File: src/rtl/noc_pkg.sv
// Shared NoC definitions: flit type bits, port direction codes, per-VC states and XY routing.
// Purely combinational helpers; no latency, no flow control.
package noc_pkg;

  localparam int FT_HOF = 0;
  localparam int FT_BOF = 1;
  localparam int FT_EOF = 2;

  localparam logic [2:0] DIR_S = 3'd0;
  localparam logic [2:0] DIR_W = 3'd1;
  localparam logic [2:0] DIR_N = 3'd2;
  localparam logic [2:0] DIR_E = 3'd3;
  localparam logic [2:0] DIR_L = 3'd4;

  typedef enum logic [1:0] {
    VC_IDLE,
    VC_ROUTE,
    VC_VCREQ,
    VC_ACTIVE
  } vc_state_t;

  // X is resolved before Y; an exact address match ejects locally.
  function automatic logic [2:0] xy_route(input logic [7:0] dx, input logic [7:0] dy,
                                          input logic [7:0] ax, input logic [7:0] ay);
    if (dx > ax)      return DIR_E;
    else if (dx < ax) return DIR_W;
    else if (dy > ay) return DIR_N;
    else if (dy < ay) return DIR_S;
    else              return DIR_L;
  endfunction

endpackage

File: src/rtl/sync_vc_inpbuf_if.sv
// Upstream link and allocator-facing signals of one router input port.
// master = router/upstream side, slave = input buffer.
interface sync_vc_inpbuf_if #(
  parameter int DW  = 32,
  parameter int VCN = 2,
  parameter int SN  = 5,
  parameter int FT  = 3
);
  logic                     div;
  logic [DW-1:0]            di;
  logic [FT-1:0]            dit;
  logic [VCN-1:0]           divc;
  logic [VCN-1:0]           cr;
  logic [VCN-1:0][SN-1:0]   vcr;
  logic [VCN-1:0]           vcra;
  logic [VCN-1:0]           swr;
  logic [VCN-1:0]           swa;
  logic [VCN-1:0][DW-1:0]   dout;
  logic [VCN-1:0][FT-1:0]   dot;
  logic [VCN-1:0][SN-1:0]   dortg;

  modport master (
    output div, di, dit, divc, vcra, swa,
    input  cr, vcr, swr, dout, dot, dortg
  );

  modport slave (
    input  div, di, dit, divc, vcra, swa,
    output cr, vcr, swr, dout, dot, dortg
  );

endinterface

File: src/rtl/vc_fifo.sv
// Single-VC flit FIFO with wrap-bit pointers; head visible combinationally the cycle after push.
// Caller must not push when full unless popping in the same cycle (pop frees the slot first).
module vc_fifo #(
  parameter int W     = 35,
  parameter int DEPTH = 4
) (
  input  logic         clk,
  input  logic         rst,
  input  logic         i_push,
  input  logic         i_pop,
  input  logic [W-1:0] i_wdat,
  output logic [W-1:0] o_rdat,
  output logic         o_full,
  output logic         o_empty
);

  localparam int AW = $clog2(DEPTH);

  logic [W-1:0] r_mem [DEPTH];
  logic [AW:0]  r_wptr;
  logic [AW:0]  r_rptr;
  logic         w_pop;

  assign o_empty = (r_wptr == r_rptr);
  assign o_full  = (r_wptr[AW] != r_rptr[AW]) && (r_wptr[AW-1:0] == r_rptr[AW-1:0]);
  assign w_pop   = i_pop & ~o_empty;
  assign o_rdat  = r_mem[r_rptr[AW-1:0]];

  always_ff @(posedge clk) begin
    if (rst) begin
      r_wptr <= '0;
      r_rptr <= '0;
    end else begin
      if (i_push) r_wptr <= r_wptr + (AW+1)'(1);
      if (w_pop)  r_rptr <= r_rptr + (AW+1)'(1);
    end
  end

  always_ff @(posedge clk) begin
    if (i_push) r_mem[r_wptr[AW-1:0]] <= i_wdat;
  end

endmodule

File: src/rtl/sync_vc_inpbuf.sv
// Router input port: per-VC FIFO, XY route, VC/switch requests, one-cycle credit per pop; head-to-swr >= 3 cycles.
// Writes are credit-governed (full-FIFO pushes dropped); SYNC_INPBUF_ERRCHK_EN enables the sticky err checker.
module sync_vc_inpbuf
  import noc_pkg::*;
#(
  parameter int DW    = 32,
  parameter int VCN   = 2,
  parameter int DEPTH = 4,
  parameter int DIR   = 0,
  parameter int SN    = 5,
  parameter int FT    = 3
) (
  input  logic               clk,
  input  logic               rst,
  input  logic [7:0]         addrx,
  input  logic [7:0]         addry,
  sync_vc_inpbuf_if.slave    bif,
  output logic               err
);

  localparam int FW = DW + FT;

  vc_state_t              r_state  [VCN];
  vc_state_t              w_nstate [VCN];
  logic [VCN-1:0]         w_push;
  logic [VCN-1:0]         w_wr;
  logic [VCN-1:0]         w_pop;
  logic [VCN-1:0]         w_full;
  logic [VCN-1:0]         w_empty;
  logic [VCN-1:0]         w_hd_hof;
  logic [VCN-1:0]         w_hd_eof;
  logic [VCN-1:0]         w_swr;
  logic [VCN-1:0]         r_cr;
  logic [VCN-1:0][FW-1:0] w_rdat;
  logic [VCN-1:0][2:0]    w_route;
  logic [VCN-1:0][SN-1:0] w_vcr;
  logic [VCN-1:0][SN-1:0] r_rtg;

  for (genvar v = 0; v < VCN; v++) begin : g_vc
    assign w_push[v] = bif.div & bif.divc[v];
    // A pop in the same cycle frees the slot, so a full FIFO may still accept.
    assign w_wr[v]   = w_push[v] & (~w_full[v] | w_pop[v]);

    vc_fifo #(.W(FW), .DEPTH(DEPTH)) u_fifo (
      .clk     (clk),
      .rst     (rst),
      .i_push  (w_wr[v]),
      .i_pop   (w_pop[v]),
      .i_wdat  ({bif.dit, bif.di}),
      .o_rdat  (w_rdat[v]),
      .o_full  (w_full[v]),
      .o_empty (w_empty[v])
    );

    assign bif.dout[v] = w_rdat[v][DW-1:0];
    assign bif.dot[v]  = w_rdat[v][FW-1:DW];
    assign w_hd_hof[v] = w_rdat[v][DW+FT_HOF];
    assign w_hd_eof[v] = w_rdat[v][DW+FT_EOF];
    assign w_route[v]  = xy_route(w_rdat[v][7:0], w_rdat[v][15:8], addrx, addry);
  end

  always_ff @(posedge clk) begin
    for (int v = 0; v < VCN; v++) begin
      if (rst) r_state[v] <= VC_IDLE;
      else     r_state[v] <= w_nstate[v];
    end
  end

  always_comb begin
    for (int v = 0; v < VCN; v++) begin
      w_nstate[v] = r_state[v];
      case (r_state[v])
        VC_IDLE:   if (!w_empty[v] && w_hd_hof[v]) w_nstate[v] = VC_ROUTE;
        VC_ROUTE:  w_nstate[v] = VC_VCREQ;
        VC_VCREQ:  if (bif.vcra[v]) w_nstate[v] = VC_ACTIVE;
        VC_ACTIVE: if (w_pop[v] && w_hd_eof[v]) w_nstate[v] = VC_IDLE;
        default:   w_nstate[v] = VC_IDLE;
      endcase
    end
  end

  always_comb begin
    for (int v = 0; v < VCN; v++) begin
      w_vcr[v] = '0;
      w_swr[v] = 1'b0;
      case (r_state[v])
        VC_VCREQ:  w_vcr[v] = r_rtg[v];
        VC_ACTIVE: w_swr[v] = ~w_empty[v];
        default:   ;
      endcase
    end
  end

  assign w_pop = w_swr & bif.swa;

  always_ff @(posedge clk) begin
    if (rst) begin
      r_rtg <= '0;
      r_cr  <= '0;
    end else begin
      r_cr <= w_pop;
      for (int v = 0; v < VCN; v++) begin
        if (r_state[v] == VC_ROUTE)       r_rtg[v] <= SN'(1) << w_route[v];
        else if (w_pop[v] && w_hd_eof[v]) r_rtg[v] <= '0;
      end
    end
  end

  assign bif.cr    = r_cr;
  assign bif.vcr   = w_vcr;
  assign bif.swr   = w_swr;
  assign bif.dortg = r_rtg;

`ifdef SYNC_INPBUF_ERRCHK_EN
  logic [VCN-1:0] r_last_eof;
  logic [VCN-1:0] w_err_vc;
  logic           w_divc_bad;
  logic           r_err;

  assign w_divc_bad = bif.div &&
                      ((bif.divc == '0) || ((bif.divc & (bif.divc - VCN'(1))) != '0));

  always_comb begin
    for (int v = 0; v < VCN; v++) begin
      w_err_vc[v] = 1'b0;
      if (w_push[v] && w_full[v] && !w_pop[v])                        w_err_vc[v] = 1'b1;
      if (r_state[v] == VC_IDLE && !w_empty[v] && !w_hd_hof[v])       w_err_vc[v] = 1'b1;
      if (w_push[v] && bif.dit[FT_HOF] && !r_last_eof[v])             w_err_vc[v] = 1'b1;
      if (DIR != 4 && r_state[v] == VC_ROUTE && w_route[v] == 3'(DIR)) w_err_vc[v] = 1'b1;
    end
  end

  always_ff @(posedge clk) begin
    if (rst) begin
      r_err      <= 1'b0;
      r_last_eof <= '1;
    end else begin
      r_err <= r_err | (|w_err_vc) | w_divc_bad;
      for (int v = 0; v < VCN; v++) begin
        if (w_push[v]) r_last_eof[v] <= bif.dit[FT_EOF];
      end
    end
  end

  assign err = r_err;
`else
  assign err = 1'b0;
`endif

endmodule
File: src/flat_wrapper.sv
// flat-port wrapper written by rule: the top's interface ports become plain ports
module sync_vc_inpbuf_flat import noc_pkg::*;
#(
  parameter int DW    = 32,
  parameter int VCN   = 2,
  parameter int DEPTH = 4,
  parameter int DIR   = 0,
  parameter int SN    = 5,
  parameter int FT    = 3
)
  (clk, rst, addrx, addry, err, bif_div, bif_di, bif_dit, bif_divc, bif_vcra, bif_swa, bif_cr, bif_vcr, bif_swr, bif_dout, bif_dot, bif_dortg);
  sync_vc_inpbuf_if #(.DW(DW), .VCN(VCN), .SN(SN), .FT(FT)) bif_i ();
  input  logic clk;
  input  logic rst;
  input  logic [7:0] addrx;
  input  logic [7:0] addry;
  output logic err;
  input wire logic [$bits(bif_i.div)-1:0] bif_div;
  input wire logic [$bits(bif_i.di)-1:0] bif_di;
  input wire logic [$bits(bif_i.dit)-1:0] bif_dit;
  input wire logic [$bits(bif_i.divc)-1:0] bif_divc;
  input wire logic [$bits(bif_i.vcra)-1:0] bif_vcra;
  input wire logic [$bits(bif_i.swa)-1:0] bif_swa;
  output wire logic [$bits(bif_i.cr)-1:0] bif_cr;
  output wire logic [$bits(bif_i.vcr)-1:0] bif_vcr;
  output wire logic [$bits(bif_i.swr)-1:0] bif_swr;
  output wire logic [$bits(bif_i.dout)-1:0] bif_dout;
  output wire logic [$bits(bif_i.dot)-1:0] bif_dot;
  output wire logic [$bits(bif_i.dortg)-1:0] bif_dortg;
  assign bif_i.div = bif_div;
  assign bif_i.di = bif_di;
  assign bif_i.dit = bif_dit;
  assign bif_i.divc = bif_divc;
  assign bif_i.vcra = bif_vcra;
  assign bif_i.swa = bif_swa;
  assign bif_cr = bif_i.cr;
  assign bif_vcr = bif_i.vcr;
  assign bif_swr = bif_i.swr;
  assign bif_dout = bif_i.dout;
  assign bif_dot = bif_i.dot;
  assign bif_dortg = bif_i.dortg;
  sync_vc_inpbuf #(.DW(DW), .VCN(VCN), .DEPTH(DEPTH), .DIR(DIR), .SN(SN), .FT(FT)) u_core (.clk(clk), .rst(rst), .addrx(addrx), .addry(addry), .bif(bif_i), .err(err));
endmodule
File: config.mk
export PLATFORM = sky130hd
export DESIGN_NAME = sync_vc_inpbuf_flat
export DESIGN_NICKNAME = d
export VERILOG_FILES = /design/src/rtl/noc_pkg.sv /design/src/rtl/sync_vc_inpbuf_if.sv /design/src/rtl/vc_fifo.sv /design/src/rtl/sync_vc_inpbuf.sv /design/src/flat_wrapper.sv
export SDC_FILE = /design/constraint.sdc
export NUM_CORES = 1
export LEC_CHECK = 0
export BUFFER_PORTS_ARGS = -buffer_cell sky130_fd_sc_hd__buf_4
export CORE_ASPECT_RATIO = 0.6
export CORE_UTILIZATION = 40
export DETAILED_ROUTE_END_ITERATION = 7
export GPL_TIMING_DRIVEN = 0
export HOLD_SLACK_MARGIN = 0.15
export SYNTH_ARGS = -nofsm -noshare
export SYNTH_HDL_FRONTEND = slang
export SYNTH_SLANG_ARGS = --single-unit
File: constraint.sdc
create_clock -name clk -period 7.1 [get_ports clk]
set_input_delay 1.42 -clock clk [delete_from_list [all_inputs] [get_ports clk]]
set_output_delay 1.42 -clock clk [all_outputs]
set_load 0.005 [all_outputs]
==> results.yml, run 1 <==
floorplanning:
  fp-row-count: 49
  io_pins: 155
  die-height_um: 139.1
  die_width_um: 230.6
  start_util_pct: 41.23
  core_area_mm2: 0.03041
  die_area_mm2: 0.03208
critical_path:
  worst_ep_arrival_time_ns: 2.80
  critical_path.top_delay_family: "buffers and inverters"
  rrSetupSlack_ns: 2.97
  critPathCaptureType: "output pin"
  crit_slowest_cell: "clkbuf_1"
  critical_path_peak_fanout: 10
  cpMostUsedCell: "clkbuf_1"
  start_kind: "flip-flop"
  crit_type: "reg -> out"
  path_buf_inv: 3
  cp_cell_sequence: "clkbuf_1 > clkbuf_1 > mux4_2 > buf_4"
  max_stage_delay_ns: 0.81
  worstPathRequired_ns: 5.68
clock_network:
  cts_setup_buffers: 0
  hold_buffers: 0
  cts-root-buf: "clkbuf_16"
  clk_latency_ns: 0.56
  cts_buffers: 29
  clockBufferDepth: 3
  clock_sinks: 312
  cts_tree: "done"
  htreeDepth: 1
  clk_pin_slew_worst_paths_ns: 0.07
  cts.repair.resized: 0
yosys:
  syn_inst: 651
  synthTopCellsByArea: "edfxtp_1, mux4_2, dfxtp_1, ha_1, and2_1"
  synth_area_mm2: 0.01254
  synth_common_cells: "edfxtp_1, mux4_2, ha_1"
  yosys.area.top_type: "edfxtp_1"
  synth-edff-count: 280
  ys_seq_area_share_pct: 72.18
  synth_ff_type: "edfxtp_1"
  synth_fp_nets: 761
  synth_warnings: 0
  synth_top_cell_area_share_pct: 67.07
  synth_cell_types: 49
  post-synth-top-count-cell: "edfxtp_1"
  syn_area_per_cell_um2: 19.26
  ys_ff_latch: 312
  synthArstFlopShare_pct: 0
sta:
  whs_ns: 0.4717
  period_needed_ns: 4.222
  rsz0062_at_grt: "false"
  setup_viol: 0
  period_share_pct: 59.46
  tns_ns: 0
  report.final.slew_viol_count: 0
  final_hold_viol_count: 0
  fin_skew_ns: 0.01041
  worst_pin_slew_ns: 1.011
  clock.fmax_mhz: 236.9
  slew_headroom_pct: 32.57
drt:
  wl_um: 29360
  avgRoutedWirePerCell_um: 23.05
  via_count: 6591
  viasPerCell: 5.173
  dr.pass1.iters: 5
  drc: 0
  ant_nets: 0
  drt_iter0_drc: 571
run_status:
  status: "finished clean"
place:
  routabilityCongestion: 0.8309
  io_buffer_count: 153
  post-dp-hpwl_um: 20140
  place_area_mm2: 0.01437
flow_run:
  maxCapViolations: 0
global_routing:
  grt_pass1_wl_um: 43280
  grt_overflow_total: 0
  first_global_vias: 6700
  track_usage_pct: 18.45
  grt_max_degree: 26
  antenna_found_initial: 0
final_layout:
  final_area_mm2: 0.01531
  drive_gt1_share_pct: 34.99
  nFillCells: 2542
  nets: 953
  syn_to_final_growth_pct: 22.16
  antenna_cells: 0
power_and_ir_drop:
  leakagePower_nw: 5.403
  p_per_area_mw_per_mm2: 260.2
  ir_drop_v: 0.0001380
  finalPower_mw: 3.985
worst_hold_path:
  hold_path_class: "reg -> reg"
[report_power, final]
group,internal [mW],switching (mW),leakage (nW)
Clock,0.859,0.687,0.464
Sequential,2.05,0.0259,2.80
Combinational,0.162,0.198,2.14
Total,3.07,0.911,5.40
[path summary, 6_finish.rpt]
path | cells past startpoint | start | endpoint
min reg2reg | 2 | u_core.bif.dortg[5] | u_core.bif.dortg[5]
max reg2reg | 9 | flip-flop | u_core.bif.dortg[5]
max | 4 | flip-flop | bif_dout[35]
min | 2 | u_core.bif.dortg[5] | u_core.bif.dortg[5]
[cell usage in the layout (no fill, tap or decap), types with 9 or more instances in the layout]
master,n
clkbuf_1,12
a21oi_1,19
mux4_2,70
ha_1,50
dfxtp_1,32
o21ai_0,9
and2_1,18
edfxtp_1,280
nor2_1,23
inv_1,28
clkbuf_16,29
nand2_1,17
buf_4,154
[state kept, by name, summed over array words and instances, names as in the netlist, named ones only]
signal / flops
u_core.bif.cr: 2
u_core.bif.dortg: 10
u_core.g_vc.u_fifo.r_mem: 280
u_core.g_vc.u_fifo.r_rptr: 6
u_core.g_vc.u_fifo.r_wptr: 6
u_core.r_state: 4
[kinds of logic (layout without fill, tap and decap cells)]
| logic type | after synthesis | count (layout) | share of synthesized area [%] |
|---|---|---|---|
| muxes | 74 | 74 | 12.89 |
| buffers and inverters | 48 | 263 | 1.597 |
| other | 1 | 1 | 0.02991 |
| AOI/OAI and AO/OA | 57 | 57 | 3.204 |
| DFF | 312 | 312 | 72.18 |
| and+or+nand+nor | 93 | 93 | 3.992 |
| xor gates and xnor gates | 16 | 16 | 1.118 |
| adders and majority gates | 50 | 50 | 4.990 |
[metal layers]
| metal | share of wire, % | wire length [um] | vias to the layer above | global-route usage [%] |
|---|---|---|---|---|
| li1 | - | - | 2992 | - |
| met1 | 49 | 14330 | 3361 | 28.72 |
| met2 | 43 | 12500 | 203 | 26.30 |
| met3 | 7.1 | 2094 | 35 | 4.379 |
| met4 | 1.5 | 437 | 0 | 3.590 |
| met5 | 0 | 0 | - | 0 |
[worst min-delay path, cell delays in order, from the launching register on]
cell and delay, ns:
dfxtp_1 0.32, nand2_1 0.06, a21oi_1 0.05
[stage by stage]
step	cells	setup slack [ns]	utilization, %
finish	1274	2.878	50.36
global route	1274	2.776	50.36
CTS	1274	2.816	50.36
detailed placement	1220	3.021	47.27
global placement	1212	2.854	46.68
floorplan	651	3.944	-
[area by class of cell]
type / count / area, um2 / area share, %
flip-flops and latches: 312 / 9049 / 59.08
multi-input cells: 291 / 3298 / 21.54
repair buffers: 161 / 1316 / 8.595
clock buffers: 35 / 778.2 / 5.082
well taps: 408 / 510.5 / 3.333
clock inverters: 19 / 162.7 / 1.062
inverters: 29 / 108.9 / 0.7108
plain buffers: 19 / 91.34 / 0.5964
Power figures use the tool's default switching activity.
==> inputs of run 2 (changes only) <==
==> constraint.sdc (replaced) <==
create_clock -name clk -period 3.6 [get_ports clk]
set_input_delay 0.72 -clock clk [delete_from_list [all_inputs] [get_ports clk]]
set_output_delay 0.72 -clock clk [all_outputs]
set_load 0.005 [all_outputs]
==> results.yml, run 2 (same netlist as run 1, synthesis figures left out) <==
sta:
  clock.fmax_mhz: 285.5
  report.final.slew_viol_count: 0
  setup_viol: 0
  worst_pin_slew_ns: 0.8807
  final_hold_viol_count: 0
  period_needed_ns: 3.502
  period_share_pct: 97.29
  rsz0062_at_grt: "false"
  slew_headroom_pct: 41.29
  fin_skew_ns: 0.01213
global_routing:
  track_usage_pct: 18.46
  first_global_vias: 6697
  grt_max_degree: 26
  grt_pass1_wl_um: 43300
  antenna_found_initial: 0
  grt_overflow_total: 0
clock_network:
  clk_latency_ns: 0.56
  clk_pin_slew_worst_paths_ns: 0.07
  cts_buffers: 29
  cts_setup_buffers: 0
  hold_buffers: 0
  cts_tree: "done"
  clockBufferDepth: 3
  cts-root-buf: "clkbuf_16"
  clock_sinks: 312
  htreeDepth: 1
drt:
  drt-met1-wl_um: 14340
  top_layer: "met4"
  wl_met2_um: 12540
  avgRoutedWirePerCell_um: 23.06
  drc: 0
  viasPerCell: 5.203
  dr.pass1.iters: 5
  via_count: 6624
  wl_met3_um: 2037
  drt_iter0_drc: 495
  ant_nets: 0
  wl_um: 29350
power_and_ir_drop:
  leakagePower_nw: 5.411
  ir_drop_v: 0.0002704
  p_per_area_mw_per_mm2: 512.6
  finalPower_mw: 7.861
worst_hold_path:
  hold_depth: 1
  hold_path_class: "in -> reg"
critical_path:
  start_kind: "flip-flop"
  crit_type: "reg -> reg"
  reg2reg_depth: 8
  crit_slowest_cell: "or4_1"
  max_stage_delay_ns: 0.59
  cp_cell_sequence: "clkbuf_4 > mux4_2 > ha_1 > nand4_1 > or4_1 > a31oi_1 > or4b_1 > a21oi_1"
  worstPathRequired_ns: 4.08
  critical_path_peak_fanout: 10
  worst_ep_arrival_time_ns: 3.98
  crit-reg2reg-capture: "u_core.bif.dortg[5]"
  endpoint: "u_core.bif.dortg[5]"
  rrSetupSlack_ns: 0.1
  critPathCaptureType: "flip-flop"
floorplanning:
  die-height_um: 139.1
  start_util_pct: 41.23
  io_pins: 155
  die_area_mm2: 0.03208
  die_width_um: 230.6
  core_area_mm2: 0.03041
  fp-row-count: 49
run_status:
  status: "finished clean"
final_layout:
  syn_to_final_growth_pct: 22.32
  final_cell_mix: "edfxtp_1, buf_4, mux4_2"
  final_area_mm2: 0.01533
  largest_reg_flops: 280
  utilization_pct: 50.43
  drive_gt1_share_pct: 35.26
  final_common_cell: "edfxtp_1"
  nFillCells: 2541
  nets: 952
  antenna_cells: 0
flow_run:
  maxCapViolations: 0
place:
  post-dp-hpwl_um: 20140
  place_area_mm2: 0.01437
  io_buffer_count: 153
  routabilityCongestion: 0.8309
[run 2: cell types whose count changed in the layout (fill, tap and decap cells not counted)]
cell,before,now
clkbuf_4,0,2
buf_1,1,0
buf_6,1,2
buf_2,7,5
buf_8,0,1
clkbuf_1,12,10
[run 2: power by group]
group	switching [mW]	internal [mW]	total, mW
combinational	0.390	0.319	0.710
clock	1.36	1.69	3.05
sequential	0.0513	4.05	4.10
total	1.80	6.06	7.86
[run 2: timing repair]
item	CTS	global route
setup endpoints to repair	3	1
endpoints found under the hold margin	0	0
gates resized for setup	6	3
[run 2: worst max-delay path: cells and delay by family (launching register included)]
kind,cells,cell delay (ns)
and+or+nand+nor,3,1.35
DFF,1,0.58
buffers and inverters,1,0.40
muxes,1,0.39
AOI/OAI and AO/OA,2,0.36
adders and majority gates,1,0.34
[run 2: cell type report]
class,count,area [um2],area share (%)
plain buffers,18,111.4,0.7262
multi-input cells,291,3298,21.51
inverters,29,108.9,0.7099
well taps,408,510.5,3.329
clock buffers,35,778.2,5.075
flip-flops and latches,312,9049,59.01
repair buffers,161,1316,8.584
clock inverters,19,162.7,1.061
[run 2: worst min path at each step]
| stage | from | to | slack, ns |
|---|---|---|---|
| after global placement | u_core.bif.dortg[5] | u_core.bif.dortg[5] | 0.46 |
| final | bif_di[16] | u_core.g_vc[1].u_fifo.r_mem[0][16] | 0.39 |
| after global routing | bif_dit[0] | u_core.g_vc[1].u_fifo.r_mem[1][32] | 0.37 |
| after CTS | bif_di[25] | u_core.g_vc[1].u_fifo.r_mem[2][25] | 0.37 |
| after detailed placement | u_core.bif.dortg[5] | u_core.bif.dortg[5] | 0.46 |
| after floorplan | u_core.bif.dortg[5] | u_core.bif.dortg[5] | 0.46 |
[run 2: metrics by stage]
step                      std cells  hold WS [ns]  setup TNS, ns  setup slack [ns]
final                          1273        0.3905              0           0.09751
after global routing           1273        0.3745              0          0.005242
after CTS                      1273        0.3651              0           0.01603
after detailed placement       1220        0.4607        -0.9521           -0.4787
after global placement         1212        0.4575        -0.7482           -0.4253
after floorplan                 651        0.4566              0            0.5036
[run 2: layer usage]
layer / vias to the layer above / GRT usage [%]
li1: 2997 / -
met1: 3380 / 28.90
met2: 212 / 26.30
met3: 35 / 4.174
met4: 0 / 3.590
met5: - / 0
==> inputs of run 3 (changes only) <==
--- a/config.mk
+++ b/config.mk
@@ -6,11 +6,13 @@
 export NUM_CORES = 1
 export LEC_CHECK = 0
 export BUFFER_PORTS_ARGS = -buffer_cell sky130_fd_sc_hd__buf_4
+export CAP_MARGIN = 20
 export CORE_ASPECT_RATIO = 0.6
 export CORE_UTILIZATION = 40
 export DETAILED_ROUTE_END_ITERATION = 7
 export GPL_TIMING_DRIVEN = 0
 export HOLD_SLACK_MARGIN = 0.15
+export REMOVE_ABC_BUFFERS = 1
 export SYNTH_ARGS = -nofsm -noshare
 export SYNTH_HDL_FRONTEND = slang
 export SYNTH_SLANG_ARGS = --single-unit
==> results.yml, run 3 (same netlist as run 1, synthesis figures left out) <==
drt:
  ant_nets: 0
  via_count: 6688
  viasPerCell: 5.283
  wl_um: 29200
  drt_iter0_drc: 591
  dr.pass1.iters: 5
  drc: 0
  avgRoutedWirePerCell_um: 23.07
sta:
  final_hold_viol_count: 0
  fin_skew_ns: 0.006893
  rsz0062_at_grt: "false"
  period_share_pct: 94.47
  setup_viol: 0
  clock.fmax_mhz: 294.0
  slew_headroom_pct: 40.90
  worst_pin_slew_ns: 0.8864
  period_needed_ns: 3.401
  tns_ns: 0
  report.final.slew_viol_count: 0
critical_path:
  critPathCaptureType: "flip-flop"
  cp_cell_sequence: "buf_12 > mux4_2 > ha_1 > nand4_1 > or4_1 > a31oi_1 > or4b_1 > a21oi_1"
  worstPathRequired_ns: 4.08
  crit_slowest_cell: "or4_1"
  crit_type: "reg -> reg"
  critical_path.top_delay_family: "simple AND/OR/NAND/NOR gates"
  critical_path_peak_fanout: 25
  worst_ep_arrival_time_ns: 3.88
  max_stage_delay_ns: 0.62
  start_kind: "flip-flop"
  path_buf_inv: 1
final_layout:
  nets: 946
  syn_to_final_growth_pct: 22.65
  finalNonFillerCells: 1266
  drive_gt1_share_pct: 35.36
  largest_reg_flops: 280
  utilization_pct: 50.57
  final_cell_mix: "edfxtp_1, buf_4, mux4_2"
  final_common_cell: "edfxtp_1"
worst_hold_path:
  hold_path_class: "in -> reg"
power_and_ir_drop:
  ir_drop_v: 0.0002929
  p_per_area_mw_per_mm2: 514.9
  leakagePower_nw: 5.411
  finalPower_mw: 7.917
global_routing:
  grt_overflow_total: 0
  grt_max_degree: 36
  grt_pass1_wl_um: 43620
  first_global_vias: 7031
  track_usage_pct: 18.33
  antenna_found_initial: 1
place:
  routabilityCongestion: 0.7948
  io_buffer_count: 153
  post-dp-hpwl_um: 19020
  placedCellCount: 1203
floorplanning:
  die_width_um: 230.6
  die_area_mm2: 0.03208
  fp-row-count: 49
  start_util_pct: 41.23
  die-height_um: 139.1
  core_area_mm2: 0.03041
  io_pins: 155
flow_run:
  maxCapViolations: 0
run_status:
  status: "finished clean"
clock_network:
  htreeDepth: 1
  cts_tree: "done"
  cts_buffers: 29
  clk_pin_slew_worst_paths_ns: 0.06
  clock_sinks: 312
  clk_latency_ns: 0.55
  cts-root-buf: "clkbuf_16"
  clockBufferDepth: 3
[run 3: routing by layer]
metal	vias to the layer above	routed length [um]	track usage [%]	part of all wire [%]
li1	2978	-	-	-
met5	-	0	0	0
met2	194	13600	28.92	47
met4	0	442	3.555	1.5
met1	3479	13500	26.44	46
met3	37	1661	3.845	5.7
[run 3: path summary, 6_finish.rpt]
check | cells past startpoint | slack, ns | end | startpoint
hold / removal | 1 | 0.40 | u_core.g_vc[0].u_fifo.r_mem[1][25] | bif_di[25]
setup / recovery | 8 | 0.20 | u_core.bif.dortg[5] | flip-flop
hold reg to reg | 2 | 0.48 | u_core.bif.dortg[8] | u_core.bif.dortg[8]
setup reg to reg | 8 | 0.20 | u_core.bif.dortg[5] | flip-flop
[run 3: power breakdown]
part	leakage, nW	internal, mW	total [mW]	switching [mW]
registers	2.81	4.05	4.10	0.0530
clock network	0.461	1.83	3.11	1.29
logic	2.14	0.320	0.702	0.382
total	5.41	6.19	7.92	1.72
[run 3: per-stage QoR]
step | worst slack, ns | cell area, um2 | hold slack, ns
global route | 0.07191 | 15370 | 0.3780
finish | 0.1990 | 15380 | 0.3976
floorplan | -0.3819 | 12450 | 0.4506
detailed placement | -0.2511 | 14330 | 0.4703
CTS | 0.04041 | 15300 | 0.3727
global placement | -1.756 | 14100 | 0.4613
[run 3: repair_timing]
action,4_1_cts,5_1_grt
endpoints found under the hold margin,0,0
hold buffers,0,0
endpoints found under the setup margin,3,1
resized for setup,0,1
buffers inserted,1,9
[run 3: worst register-to-register path, cell delays in order (launching register included)]
cell     delay (ns)
dfxtp_4        0.47
buf_12         0.25
mux4_2         0.39
ha_1           0.35
nand4_1        0.31
or4_1          0.62
a31oi_1        0.31
or4b_1         0.48
a21oi_1        0.14
[run 3: cell type report]
type                       instances  area [um2]
fill                            2492       15030
sequential                       312        9061
multi-input combinational        291        3298
timing repair buffer             173        1436
clock buffer                      33       740.7
tap                              408       510.5
clock inverter                    19       219.0
inverter                          29       108.9
antenna                            1       2.502
